$ cat src/rtl/fake_signal_pkg.sv
// Shared types, mode encodings and saturating arithmetic for the fake pulse injector.
package fake_signal_pkg;

  typedef enum logic [2:0] {
    ST_IDLE,
    ST_RISE,
    ST_FALL,
    ST_DECAY,
    ST_PLATEAU
  } pulse_state_t;

  localparam logic [1:0] MODE_RAMP   = 2'd0;
  localparam logic [1:0] MODE_TRI    = 2'd1;
  localparam logic [1:0] MODE_EXP    = 2'd2;
  localparam logic [1:0] MODE_SQUARE = 2'd3;

  // Unsigned a+b clamped to 2^width-1; operands are zero-extended by the caller.
  function automatic logic [31:0] sat_add(input logic [31:0] a,
                                          input logic [31:0] b,
                                          input int          width);
    logic [32:0] sum;
    logic [32:0] lim;
    sum = {1'b0, a} + {1'b0, b};
    lim = (33'd1 << width) - 33'd1;
    return (sum > lim) ? lim[31:0] : sum[31:0];
  endfunction

endpackage

$ cat src/rtl/fake_pulse_shaper.sv
// Pulse state machine: latches the pulse settings at start and walks the pulse value v.
module fake_pulse_shaper
  import fake_signal_pkg::*;
#(
  parameter int ADC_WIDTH = 12
) (
  input  logic                 CLK,
  input  logic                 RST_N,
  input  logic                 start,
  input  logic [1:0]           mode,
  input  logic [ADC_WIDTH-1:0] amplitude,
  input  logic [ADC_WIDTH-1:0] step,
  input  logic [15:0]          hold,
  input  logic [3:0]           decay_shift,
  input  logic [ADC_WIDTH-1:0] pedestal,
  input  logic [3:0]           lg_shift,
  output logic [ADC_WIDTH-1:0] pulse_v,
  output logic [ADC_WIDTH-1:0] pedestal_s,
  output logic [3:0]           lg_shift_s,
  output logic                 pulse_active,
  output logic [15:0]          pulse_count
);

  pulse_state_t         state, state_n;
  logic [ADC_WIDTH-1:0] v_n;
  logic [1:0]           mode_s, mode_n;
  logic [ADC_WIDTH-1:0] amp_s, amp_n;
  logic [ADC_WIDTH-1:0] step_s, step_n;
  logic [15:0]          hold_s, hold_n;
  logic [3:0]           dsh_s, dsh_n;
  logic [ADC_WIDTH-1:0] ped_n;
  logic [3:0]           lgs_n;
  logic [15:0]          hold_cnt, hold_cnt_n;
  logic [15:0]          count_n;
  logic [15:0]          hold_eff;
  logic [ADC_WIDTH:0]   rise_sum;
  logic [ADC_WIDTH-1:0] fall_v;
  logic [ADC_WIDTH-1:0] decay_d;

  // State, pulse value and shadow settings register.
  always_ff @(posedge CLK or negedge RST_N) begin
    if (!RST_N) begin
      state        <= ST_IDLE;
      pulse_v      <= '0;
      mode_s       <= '0;
      amp_s        <= '0;
      step_s       <= '0;
      hold_s       <= '0;
      dsh_s        <= '0;
      pedestal_s   <= '0;
      lg_shift_s   <= '0;
      hold_cnt     <= '0;
      pulse_count  <= '0;
      pulse_active <= 1'b0;
    end else begin
      state        <= state_n;
      pulse_v      <= v_n;
      mode_s       <= mode_n;
      amp_s        <= amp_n;
      step_s       <= step_n;
      hold_s       <= hold_n;
      dsh_s        <= dsh_n;
      pedestal_s   <= ped_n;
      lg_shift_s   <= lgs_n;
      hold_cnt     <= hold_cnt_n;
      pulse_count  <= count_n;
      pulse_active <= (state_n != ST_IDLE);
    end
  end

  // Next-state and next pulse value; the one-bit-wider rise sum keeps v from wrapping.
  always_comb begin
    state_n    = state;
    v_n        = pulse_v;
    mode_n     = mode_s;
    amp_n      = amp_s;
    step_n     = step_s;
    hold_n     = hold_s;
    dsh_n      = dsh_s;
    ped_n      = pedestal_s;
    lgs_n      = lg_shift_s;
    hold_cnt_n = hold_cnt;
    count_n    = pulse_count;
    hold_eff   = (hold == 16'd0) ? 16'd1 : hold;
    rise_sum   = {1'b0, pulse_v} + {1'b0, step_s};
    fall_v     = (pulse_v > step_s) ? (pulse_v - step_s) : '0;
    decay_d    = pulse_v >> dsh_s;

    case (state)
      ST_IDLE: begin
        if (start) begin
          mode_n  = mode;
          amp_n   = amplitude;
          step_n  = (step == '0) ? ADC_WIDTH'(1) : step;
          hold_n  = hold_eff;
          dsh_n   = (decay_shift == 4'd0) ? 4'd1 : decay_shift;
          ped_n   = pedestal;
          lgs_n   = lg_shift;
          count_n = pulse_count + 16'd1;
          // A zero amplitude always takes the one-cycle RISE exit, whatever the mode.
          if (mode == MODE_SQUARE && amplitude != '0) begin
            state_n    = ST_PLATEAU;
            v_n        = amplitude;
            hold_cnt_n = hold_eff - 16'd1;
          end else begin
            state_n = ST_RISE;
            v_n     = '0;
          end
        end
      end
      ST_RISE: begin
        if (pulse_v == amp_s) begin
          if (amp_s == '0 || mode_s == MODE_RAMP) begin
            v_n     = '0;
            state_n = ST_IDLE;
          end else if (mode_s == MODE_TRI) begin
            state_n = ST_FALL;
          end else begin
            state_n = ST_DECAY;
          end
        end else begin
          v_n = (rise_sum > {1'b0, amp_s}) ? amp_s : rise_sum[ADC_WIDTH-1:0];
        end
      end
      ST_FALL: begin
        if (pulse_v == '0) state_n = ST_IDLE;
        else               v_n     = fall_v;
      end
      ST_DECAY: begin
        if (decay_d == '0) begin
          v_n     = '0;
          state_n = ST_IDLE;
        end else begin
          v_n = pulse_v - decay_d;
        end
      end
      ST_PLATEAU: begin
        if (hold_cnt == 16'd0) begin
          v_n     = '0;
          state_n = ST_IDLE;
        end else begin
          hold_cnt_n = hold_cnt - 16'd1;
        end
      end
      default: state_n = ST_IDLE;
    endcase
  end

endmodule

$ cat src/rtl/fake_signal_gen.sv
// Per-channel maskable fake pulse injector between ADC capture and the filters.
module fake_signal_gen
  import fake_signal_pkg::*;
#(
  parameter int NUM_CHAN  = 5,
  parameter int ADC_WIDTH = 12,
  parameter int CNT_WIDTH = 32
) (
  input  logic                            CLK,
  input  logic                            RST_N,
  input  logic [NUM_CHAN-1:0]             USE_FAKE,
  input  logic [NUM_CHAN*2*ADC_WIDTH-1:0] ADC_IN,
  input  logic [CNT_WIDTH-1:0]            PERIOD,
  input  logic                            SOFT_TRIG,
  input  logic [1:0]                      MODE,
  input  logic [ADC_WIDTH-1:0]            AMPLITUDE,
  input  logic [ADC_WIDTH-1:0]            STEP,
  input  logic [15:0]                     HOLD,
  input  logic [3:0]                      DECAY_SHIFT,
  input  logic [ADC_WIDTH-1:0]            PEDESTAL,
  input  logic [3:0]                      LG_SHIFT,
  output logic [NUM_CHAN*2*ADC_WIDTH-1:0] ADC_OUT,
  output logic                            PULSE_ACTIVE,
  output logic [15:0]                     PULSE_COUNT
);

  localparam int WORD_W = 2 * ADC_WIDTH;

  logic [CNT_WIDTH-1:0]         period_cnt;
  logic                         tick;
  logic [ADC_WIDTH-1:0]         pulse_v;
  logic [ADC_WIDTH-1:0]         ped_s;
  logic [3:0]                   lg_shift_s;
  logic [ADC_WIDTH-1:0]         hg_p1;
  logic [ADC_WIDTH-1:0]         lg_p1;
  logic [NUM_CHAN*WORD_W-1:0]   adc_p1;

  // The >= compare lets a shortened PERIOD take effect without waiting for a wrap.
  assign tick = (PERIOD != '0) && (period_cnt >= PERIOD - CNT_WIDTH'(1));

  // Free-running period counter, parked at 0 while automatic pulses are disabled.
  always_ff @(posedge CLK or negedge RST_N) begin
    if (!RST_N)                      period_cnt <= '0;
    else if (PERIOD == '0 || tick)   period_cnt <= '0;
    else                             period_cnt <= period_cnt + CNT_WIDTH'(1);
  end

  fake_pulse_shaper #(
    .ADC_WIDTH (ADC_WIDTH)
  ) u_shaper (
    .CLK          (CLK),
    .RST_N        (RST_N),
    .start        (tick | SOFT_TRIG),
    .mode         (MODE),
    .amplitude    (AMPLITUDE),
    .step         (STEP),
    .hold         (HOLD),
    .decay_shift  (DECAY_SHIFT),
    .pedestal     (PEDESTAL),
    .lg_shift     (LG_SHIFT),
    .pulse_v      (pulse_v),
    .pedestal_s   (ped_s),
    .lg_shift_s   (lg_shift_s),
    .pulse_active (PULSE_ACTIVE),
    .pulse_count  (PULSE_COUNT)
  );

  // Stage 1: HG/LG with pedestal, saturating; raw ADC data delayed to match.
  always_ff @(posedge CLK or negedge RST_N) begin
    if (!RST_N) begin
      hg_p1  <= '0;
      lg_p1  <= '0;
      adc_p1 <= '0;
    end else begin
      hg_p1  <= ADC_WIDTH'(sat_add(32'(ped_s), 32'(pulse_v), ADC_WIDTH));
      lg_p1  <= ADC_WIDTH'(sat_add(32'(ped_s), 32'(pulse_v >> lg_shift_s), ADC_WIDTH));
      adc_p1 <= ADC_IN;
    end
  end

  // Stage 2: per-channel select between fake word and delayed ADC data.
  always_ff @(posedge CLK or negedge RST_N) begin
    if (!RST_N) begin
      ADC_OUT <= '0;
    end else begin
      for (int i = 0; i < NUM_CHAN; i++) begin
        ADC_OUT[i*WORD_W +: WORD_W] <= USE_FAKE[i] ? {hg_p1, lg_p1}
                                                   : adc_p1[i*WORD_W +: WORD_W];
      end
    end
  end

endmodule

$ cat config.mk
export PLATFORM = sky130hd
export DESIGN_NAME = fake_signal_gen
export DESIGN_NICKNAME = d
export VERILOG_FILES = /design/src/rtl/fake_signal_pkg.sv /design/src/rtl/fake_pulse_shaper.sv /design/src/rtl/fake_signal_gen.sv
export SDC_FILE = /design/constraint.sdc
export NUM_CORES = 1
export LEC_CHECK = 0
export CAP_MARGIN = 10
export CORE_ASPECT_RATIO = 1.75
export CORE_MARGIN = 5
export CORE_UTILIZATION = 55
export CTS_BUF_LIST = sky130_fd_sc_hd__clkbuf_4
export DETAILED_ROUTE_END_ITERATION = 10
export PLACE_DENSITY = 0.83
export SYNTH_ARGS = -nofsm -noshare
export SYNTH_HDL_FRONTEND = slang
export SYNTH_HIERARCHICAL = 1
export SYNTH_SLANG_ARGS = --single-unit
$ cat constraint.sdc
create_clock -name CLK -period 5.9 [get_ports CLK]
set_input_delay 1.475 -clock CLK [delete_from_list [all_inputs] [get_ports CLK]]
set_output_delay 1.475 -clock CLK [all_outputs]
set_load 0.03 [all_outputs]
==> impl_results.md, run 1 <==
- Status: completed
- Die width: 154 um
- Crit-path slowest cell: or4_4
- GRT Util Overall: 0.297
- Post-synth top flop: dfrtp_1
- Rows: 92
- Wire length of the first global-routing pass: 94800 um
- Overflow after GRT: 0
- VDD IR max: 0.000389 V
- Largest net degree at the start of global routing: 145
- Syn nets: 2167
- Clk Latency, worst-skew pair: 0.79 ns
- Vias per inst: 5.82
- Root buf cell: clkbuf_4
- DR iter-0 viols: 778
- Max stage delay on crit path: 0.56 ns
- I/O pin count: 359
- Layout cells sized above 1: 0.176
- Area Overhead vs Synth: 28.4%
- Setup repair after global routing missed its margin: no
- Relative slew slack: 0.263
- Final Max Slew Viols: 0
- Distinct cells, synth: 89
- Flops & latches, synth: 390
- Clock buffer count from CTS: 91
- Crit end category: flop
- Clock transition at path regs: 0.07 ns
- WP data arrival: 6.34 ns
- HP Class: flop to flop
- Fin crit period: 5.66 ns
- Total Wirelength: 61600 um
- Post-route ant nets: 0
- Final Power: 13.7 mW
- Worst endpoint required time: 6.58 ns
- Mean area per synthesized cell: 10.9 um^2
- Gate power share: 0.534
- Worst Setup Start Kind: input port
- DR WL/cell: 21.8 um
- Initial antenna violation count: 13
- Critical path class: input port to flop
- Initial core utilization: 0.555
- Vias after detailed routing: 16484
- Sequential power share: 0.304
- Async set or reset register ratio after synthesis: 1.00
- Pint: 7.62 mW
- Yosys warning total: 6
- Worst Max-Slew Pin Slew: 1.10 ns
- Hold path depth: 1
- Cells along the critical path: clkdlybuf4s50_1, or4_4, nor4_4, nand3_2, nor4_4, nand2_1, xor2_1, ha_1, nand4_1, nor3_1, a22oi_1, o211ai_1, a21oi_1, o21bai_1, buf_4, nor4b_4, buf_4, and3_1, nand4_1, nor2_1, and4_1, nand3_1, xnor2_1
- Reg area: 9760 um^2
- Final Skew: 0.0689 ns
- Final Non-Filler Cells: 2830
- Final Hold Vio Count: 0
- Vias in the first global route: 17413
- Max Fanout on Critical Path: 4
- Worst-case reg-to-reg path depth: 16
- Core ar.: 36000 um^2
- Power share of the clock group: 0.162
- F_max: 177 MHz
- # placed instances: 2657
- Leakage: 11.0 nW
- Max Cap Viol: 0
- Die Y: 262 um
- Sequential area share after synthesis: 0.488
- Area of the multi-input gates: 9720 um^2
- Final Cell Area: 25700 um^2
- Detailed Place HPWL: 44900 um
- Post-synth EDFFs: 0
- Final #Nets: 2617
- Die Area: 40500 um^2
- Total negative slack: 0 ns
- Clk buf depth: 3
- TritonCTS clock tree: yes
- DP Area: 24500 um^2
- # fillers: 2644
- Syn Std Cell Area: 20000 um^2
- CTS H-tree depth: 3
- Drt pass-1 iters: 5
- Pwr Density: 533 nW/um^2
- Instance count of the mapped netlist: 1832
- Switching share of power: 0.443
- Final Core Density: 0.713
- # clock sinks: 390
- Residual DRC count: 0
- Final Setup Violations: 0
- Final period util: 0.960
- Cts-stage hold buffer count: 0
- Gpl congestion: 0.960
- I/O Buffers: 358
- NetSw: 6.07 mW
## sequential cells by signal, indices dropped and copies added, names as in the netlist, 12 cells and up
signal	flops
u_shaper/pulse_v	12
adc_p1	120
hg_p1	12
u_shaper/amp_s	12
u_shaper/pedestal_s	12
u_shaper/hold_cnt	16
lg_p1	12
period_cnt	32
u_shaper/step_s	12
ADC_OUT	120
u_shaper/pulse_count	16
## worst paths after layout
| check | from | endpoint | slack (ns) |
|---|---|---|---|
| min reg2reg | adc_p1[90] | ADC_OUT[90] | 0.46 |
| max reg2reg | u_shaper/step_s[0] | u_shaper/pulse_v[6] | 1.18 |
| min in group asynchronous | RST_N | hg_p1[3] | 0.64 |
| max in group asynchronous | RST_N | ADC_OUT[18] | 4.02 |
| min | adc_p1[90] | ADC_OUT[90] | 0.46 |
| max | PERIOD[11] | u_shaper/pulse_count[15] | 0.24 |
## synthesized netlist by cell type, types with 9 or more instances
master    count  area share
a211oi_1     18      0.0068
a21o_1       14      0.0053
a21oi_1      90       0.023
a221oi_1     12      0.0053
a31oi_1      14      0.0044
and3_1       11      0.0034
buf_2        11      0.0028
clkbuf_1     50      0.0094
dfrtp_1     390        0.49
ha_1        108       0.068
inv_1        59       0.011
mux2_2      149       0.084
mux2i_1      31       0.016
mux4_2        9       0.010
nand2_1     136       0.026
nand2b_1     21      0.0066
nand3_1      40       0.010
nand3b_1      9      0.0034
nand4_1      27      0.0084
nor2_1      149       0.028
nor2b_1      11      0.0034
nor3_1       46       0.012
nor4_1       32       0.010
o211ai_1     11      0.0041
o21a_1       11      0.0041
o21ai_0      89       0.022
o22ai_1      14      0.0044
or3_1        10      0.0031
xnor2_1      63       0.028
xor2_1       62       0.027
## layout make-up
cell class	instances	area share
inverters	59	0.00862
clock buffers	130	0.0380
flip-flops and latches	390	0.380
clock inverters	28	0.00711
repair buffers	432	0.164
multi-input cells	1308	0.378
well taps	470	0.0229
diodes	13	0.00127
## cell families (layout without fill, tap and decap cells)
group	Yosys count	in the layout	share of synthesized area
AO/OA/AOI/OAI	338	338	0.110
XOR/XNOR	125	125	0.0547
adder cells (fa/ha/maj)	113	113	0.0725
buffers and inverters	134	649	0.0278
flip-flops	390	390	0.488
multiplexers	189	189	0.109
other	0	13	0
AND/OR/NAND/NOR	543	543	0.138
## power groups by stage
stage	clock network, mW	logic, mW	registers (mW)
floorplan	0	4.61	4.31
global placement	0	7.00	4.13
detailed placement	0	7.16	4.18
CTS	2.28	7.23	4.13
global route	2.42	7.93	4.23
finish	2.22	7.31	4.16
## critical path: cells and delay by family
kind	cells	cell delay, ns
xor+xnor	2	0.31
compound gates	4	0.47
fa+ha+maj	1	0.30
simple gates	13	3.05
buf+inv	3	0.75
## routing by layer
layer | vias up | global-route usage | share of wire
li1 | 7536 | - | -
met1 | 8006 | 0.305 | 0.34
met5 | - | 0 | 0
met4 | 0 | 0.199 | 0.068
met3 | 220 | 0.0534 | 0.060
met2 | 722 | 0.541 | 0.53
## stage by stage
stage	worst slack, ns	hold slack (ns)
2_1_floorplan	0.241	0.456
3_3_place_gp	-0.398	0.458
3_5_place_dp	-0.533	0.465
4_1_cts	0.293	0.439
5_1_grt	0.0263	0.450
6_report	0.237	0.461
## repair_timing
action | 4_1_cts | 5_1_grt
resized for setup | 0 | 2
setup buffers | 0 | 2
endpoints found under the hold margin | 0 | 0
setup endpoints to repair | 0 | 2
## layout by cell type, fill, tap and decap left out, drive strengths merged, types with 6 or more instances in the layout
cell	instances
nor3	49
nand4	27
a2111oi	6
mux2	149
inv	62
and2	6
buf	75
nor4	37
ha	108
nand2	138
o21a	11
o21bai	8
a21oi	92
mux4	9
nor2b	11
a21o	14
nand3	41
dfrtp	390
a211oi	19
or3	11
or2	10
mux2i	31
o211ai	12
xnor2	63
nor3b	7
and3	11
a221oi	13
nand2b	21
o22ai	14
nand3b	9
clkinv	21
clkdlybuf4s50	357
diode	13
clkbuf	130
a31oi	14
o21ai	91
xor2	62
nor2	150
(Power assumes the default switching activity.)
==> inputs of run 2 (changes only) <==
Settings changed: CORE_MARGIN 5 to not set.
==> impl_results.md, run 2 (same netlist as run 1, synthesis figures left out) <==
- WP data arrival: 6.31 ns
- Die width: 146 um
- Commonest non-fill, non-tap cell in the layout: dfrtp_1
- Cts-stage hold buffer count: 0
- Clk Latency, worst-skew pair: 0.80 ns
- Leakage: 10.9 nW
- Setup repair after global routing missed its margin: no
- Initial core utilization: 0.557
- Final worst setup slack: 0.248 ns
- Status: completed
- Max Fanout on Critical Path: 4
- Fin crit period: 5.65 ns
- Total Wirelength: 58800 um
- Area Overhead vs Synth: 27.8%
- Worst Max-Slew Pin Slew: 0.910 ns
- DR iter-0 viols: 784
- HP Class: flop to flop
- Residual DRC count: 0
- Root buf cell: clkbuf_4
- Clk buf depth: 3
- Vias after detailed routing: 16464
- DP Worst Slack: -0.515 ns
- Post-CTS Setup Bufs: 0
- Drt pass-1 iters: 5
- Most frequent cells in the layout: dfrtp_1, clkdlybuf4s50_1, mux2_2, nor2_1, nand2_1
- Final period util: 0.958
- Worst endpoint required time: 6.56 ns
- GRT Util Overall: 0.318
- Detailed Place HPWL: 43100 um
- Final Power: 13.5 mW
- Max Cap Viol: 0
- Worst Setup Start Kind: input port
- Crit end category: flop
- Wire length of the first global-routing pass: 91200 um
- Hold path depth: 1
- Critical path class: input port to flop
- Post-route ant nets: 0
- Final Setup Violations: 0
- Largest net degree at the start of global routing: 155
- # clock sinks: 390
- Die Y: 254 um
- Gpl congestion: 0.941
- HP Start: adc_p1[64]
- Worst-case reg-to-reg path depth: 16
- Final Skew: 0.0594 ns
- Overflow after GRT: 0
- R2r startpoint: u_shaper/pulse_v[0]
- I/O pin count: 359
- Clock buffer count from CTS: 90
- Die Area: 37200 um^2
- Relative slew slack: 0.393
- Hold EP: ADC_OUT[64]
- VDD IR max: 0.000462 V
- Vias per inst: 5.84
- Core ar.: 35900 um^2
- CTS H-tree depth: 3
- DP Area: 24400 um^2
- Rows: 92
- Clock transition at path regs: 0.07 ns
- Final Cell Area: 25600 um^2
- Final #Nets: 2612
- Final Hold Vio Count: 0
- Largest regs: ADC_OUT (120), adc_p1 (120), period_cnt (32)
- Pwr Density: 529 nW/um^2
- Reg2Reg Capture Point: u_shaper/pulse_v[6]
- # fillers: 2628
- Vias in the first global route: 17171
- Initial antenna violation count: 6
- Total negative slack: 0 ns
- TritonCTS clock tree: yes
- F_max: 177 MHz
- Layout cells sized above 1: 0.175
- Final Max Slew Viols: 0
- I/O Buffers: 358
- Reg2Reg Setup Slack: 0.94 ns
- DR WL/cell: 20.9 um
-- run 2: cell types whose count changed in the layout (fill, tap and decap cells not counted), moves of 3 or more --
cell and delta:
diode_2 -5, clkbuf_4 -4, buf_12 -3, clkinv_2 +3
-- run 2: layout make-up --
| type | instances | area (um^2) | share of cell area |
|---|---|---|---|
| Multi-Input combinational cell | 1308 | 9730 | 0.380 |
| Inverter | 59 | 221 | 0.00866 |
| Clock inverter | 30 | 169 | 0.00661 |
| Timing Repair Buffer | 428 | 4140 | 0.162 |
| Antenna cell | 8 | 20.0 | 0.000783 |
| Clock buffer | 126 | 946 | 0.0370 |
| Tap cell | 470 | 588 | 0.0230 |
| Sequential cell | 390 | 9760 | 0.382 |
-- run 2: worst max-delay path: stages --
cell and delay [ns]:
clkdlybuf4s50_1 0.43, or4_1 0.56, nor4_4 0.30, nand2_2 0.12, nor4_4 0.26, nand3b_1 0.14, xor2_1 0.17, ha_1 0.31
nand4_1 0.24, nor4_2 0.40, a21oi_1 0.12, o21bai_1 0.14, buf_4 0.13, nor4b_4 0.22, buf_4 0.21, and3_1 0.18
nand4_1 0.17, nor2_2 0.16, and4_1 0.27, nand3_1 0.14, xnor2_1 0.15
-- run 2: metal layers --
layer | GRT usage | wire length, um
met5 | 0 | 0
met4 | 0.266 | 4710
met3 | 0.0581 | 3210
met2 | 0.584 | 31400
met1 | 0.308 | 19500
-- run 2: per-stage QoR --
step / hold WS [ns] / std cells / util
finish: 0.450 / 2819 / 0.712
global route: 0.472 / 2817 / 0.712
CTS: 0.444 / 2811 / 0.711
detailed placement: 0.463 / 2655 / 0.680
global placement: 0.457 / 2655 / 0.680
floorplan: 0.456 / 1832 / -
-- run 2: worst max-delay path by stage --
stage,start,end,depth (start not counted),slack (ns)
floorplan,PERIOD[11],u_shaper/pulse_count[13],18,0.24
global placement,PERIOD[11],u_shaper/pulse_count[13],21,-0.34
detailed placement,PERIOD[11],u_shaper/pulse_count[15],21,-0.52
CTS,PERIOD[11],u_shaper/pulse_count[15],21,0.34
global route,PERIOD[9],u_shaper/pulse_count[15],24,0.02
finish,PERIOD[8],u_shaper/pulse_count[15],21,0.25
-- run 2: where the power goes --
| group | internal [mW] | total, mW | switching [mW] |
|---|---|---|---|
| clock | 1.04 | 2.14 | 1.10 |
| combinational | 3.13 | 7.27 | 4.14 |
| sequential | 3.33 | 4.12 | 0.784 |
| total | 7.51 | 13.5 | 6.02 |
-- run 2: what timing repair did --
action,4_1_cts,5_1_grt
endpoints found under the setup margin,0,3
endpoints found under the hold margin,0,0
gates resized for setup,0,3
==> inputs of run 3 (changes only) <==
Settings changed: ABC_AREA set to 1, CTS_CLUSTER_SIZE set to 40.
==> impl_results.md, run 3 <==
- Wire length of the first global-routing pass: 97800 um
- Fin crit period: 5.05 ns
- Sequential area share after synthesis: 0.472
- Cts-stage hold buffer count: 0
- Async set or reset register ratio after synthesis: 1.00
- # clock sinks: 390
- Distinct cells, synth: 55
- GRT Util Overall: 0.332
- Worst Max-Slew Pin Slew: 1.02 ns
- Rows: 93
- Critical path's top delay family: simple AND/OR/NAND/NOR gates
- R2r startpoint: u_shaper/pulse_v[1]
- Largest net degree at the start of global routing: 124
- Worst Setup Start Kind: input port
- DR WL/cell: 19.2 um
- Final period util: 0.855
- Core ar.: 36900 um^2
- Most frequent cells in the layout: nand2_1, dfrtp_1, clkdlybuf4s50_1, inv_1, nor2_1
- HP Start: adc_p1[13]
- Total negative slack: 0 ns
- Max stage delay on crit path: 0.43 ns
- HP Class: flop to flop
- Largest regs: ADC_OUT (120), adc_p1 (120), period_cnt (32)
- Vias in the first global route: 18787
- Initial core utilization: 0.561
- Root buf cell: clkbuf_4
- DR iter-0 viols: 945
- Flops & latches, synth: 390
- Die width: 149 um
- # fillers: 2787
- Max Cap Viol: 0
- Overflow after GRT: 0
- Clk buf depth: 3
- Status: completed
- Quantity of gates resized following cts: 0
- Post-CTS Setup Bufs: 0
- Synth top cells by count: nand2_1, dfrtp_1, inv_1
- Final Skew: 0.0846 ns
- Die Area: 38400 um^2
- CP bufs+invs: 2
- VDD IR max: 0.000375 V
- Top cells by area, synth: dfrtp_1, nand2_1, ha_1
- Vias per inst: 5.46
- Post-synth EDFFs: 0
- Crit-path most repeated cell: nand2_1
- Residual DRC count: 0
- Syn nets: 2642
- I/O Buffers: 358
- Leakage: 12.2 nW
- Final Max Slew Viols: 0
- Final Core Density: 0.702
- Final Setup Violations: 0
- Worst endpoint required time: 6.58 ns
- CTS H-tree depth: 3
- Pwr Density: 514 nW/um^2
- Yosys top cell area share: 0.472
- Commonest non-fill, non-tap cell in the layout: nand2_1
- Die Y: 259 um
- Start point of the critical path: PERIOD[0]
- Syn Std Cell Area: 20700 um^2
- Leading area contributor after synthesis: dfrtp_1
- I/O pin count: 359
- Final Hold Vio Count: 0
- Relative slew slack: 0.317
- Instance count of the mapped netlist: 2307
- Initial antenna violation count: 6
- Post-synth top flop: dfrtp_1
- Post-route ant nets: 0
- TritonCTS clock tree: yes
- Clock transition at path regs: 0.07 ns
- Final #Nets: 3050
- Detailed Place HPWL: 48300 um
- Total Wirelength: 62600 um
- Critical path class: input port to flop
- Setup repair after global routing missed its margin: no
- Vias after detailed routing: 17808
- Crit-path slowest cell: clkdlybuf4s50_1
- Max Fanout on Critical Path: 7
- Area Overhead vs Synth: 25.1%
- F_max: 198 MHz
- WP data arrival: 5.73 ns
- Drt pass-1 iters: 6
- Gpl congestion: 0.962
- Clock buffer count from CTS: 90
- Layout cells sized above 1: 0.125
- Crit end category: flop
- Most frequent cell after synthesis: nand2_1
- Mean area per synthesized cell: 8.97 um^2
- Yosys warning total: 6
- Clk Latency, worst-skew pair: 0.82 ns
-- run 3: cell types whose count changed after synthesis, moves of 14 or more --
cell      delta
mux2i_1     -28
nor4_1      -14
nor2_1      +28
clkbuf_1    -18
nand3_1     +88
a211oi_1    -17
nand4_1     +29
mux2_2      -29
inv_1      +157
nand2b_1    -21
xnor2_1     -18
nand2_1    +421
-- run 3: metrics by stage --
step / hold WS, ns / setup slack [ns] / power (mW) / std cells / area, um^2
2_1_floorplan: 0.450 / 1.17 / 8.72 / 2307 / 20700
3_3_place_gp: 0.457 / 0.225 / 10.9 / 3098 / 24700
3_5_place_dp: 0.462 / 0.0495 / 11.1 / 3098 / 24700
4_1_cts: 0.455 / 0.922 / 13.3 / 3254 / 25900
5_1_grt: 0.470 / 0.467 / 14.3 / 3259 / 25900
6_report: 0.438 / 0.853 / 13.3 / 3259 / 25900
-- run 3: path summary, 6_finish.rpt --
| check | slack [ns] | to | cells past startpoint |
|---|---|---|---|
| max | 0.85 | u_shaper/pulse_count[13] | 28 |
| min | 0.44 | ADC_OUT[13] | 1 |
| max reg2reg | 1.53 | u_shaper/pulse_v[1] | 22 |
| min reg2reg | 0.44 | ADC_OUT[13] | 1 |
| max in group asynchronous | 3.83 | adc_p1[91] | 2 |
| min in group asynchronous | 0.76 | u_shaper/pulse_count[14] | 1 |
-- run 3: where the power goes --
group / switching, mW / total [mW] / internal [mW]
sequential: 0.648 / 3.99 / 3.34
combinational: 4.47 / 7.15 / 2.68
clock: 1.10 / 2.16 / 1.06
total: 6.22 / 13.3 / 7.08
-- run 3: cells by family (layout without fill, tap and decap cells) --
family	after synthesis	count (layout)	share of synthesized area
compound gates	235	235	0.0620
xor+xnor	112	112	0.0474
fa+ha+maj	113	113	0.0701
buf+inv	287	759	0.0563
flops	390	390	0.472
mux	123	123	0.0667
other cells	0	5	0
simple gates	1047	1047	0.226
-- run 3: per-layer routing --
metal	up-vias	global-route usage	part of all wire
li1	8443	-	-
met5	-	0	0
met3	211	0.0606	0.054
met1	8485	0.328	0.34
met4	0	0.213	0.062
met2	669	0.624	0.54
-- run 3: cell type report --
class / count / area (um^2) / share of cell area
multi-input cells: 1630 / 9770 / 0.378
flip-flops and latches: 390 / 9760 / 0.377
repair buffers: 378 / 3770 / 0.146
clock buffers: 122 / 916 / 0.0354
inverters: 225 / 845 / 0.0326
well taps: 475 / 594 / 0.0230
clock inverters: 34 / 218 / 0.00841
diodes: 5 / 12.5 / 0.000483
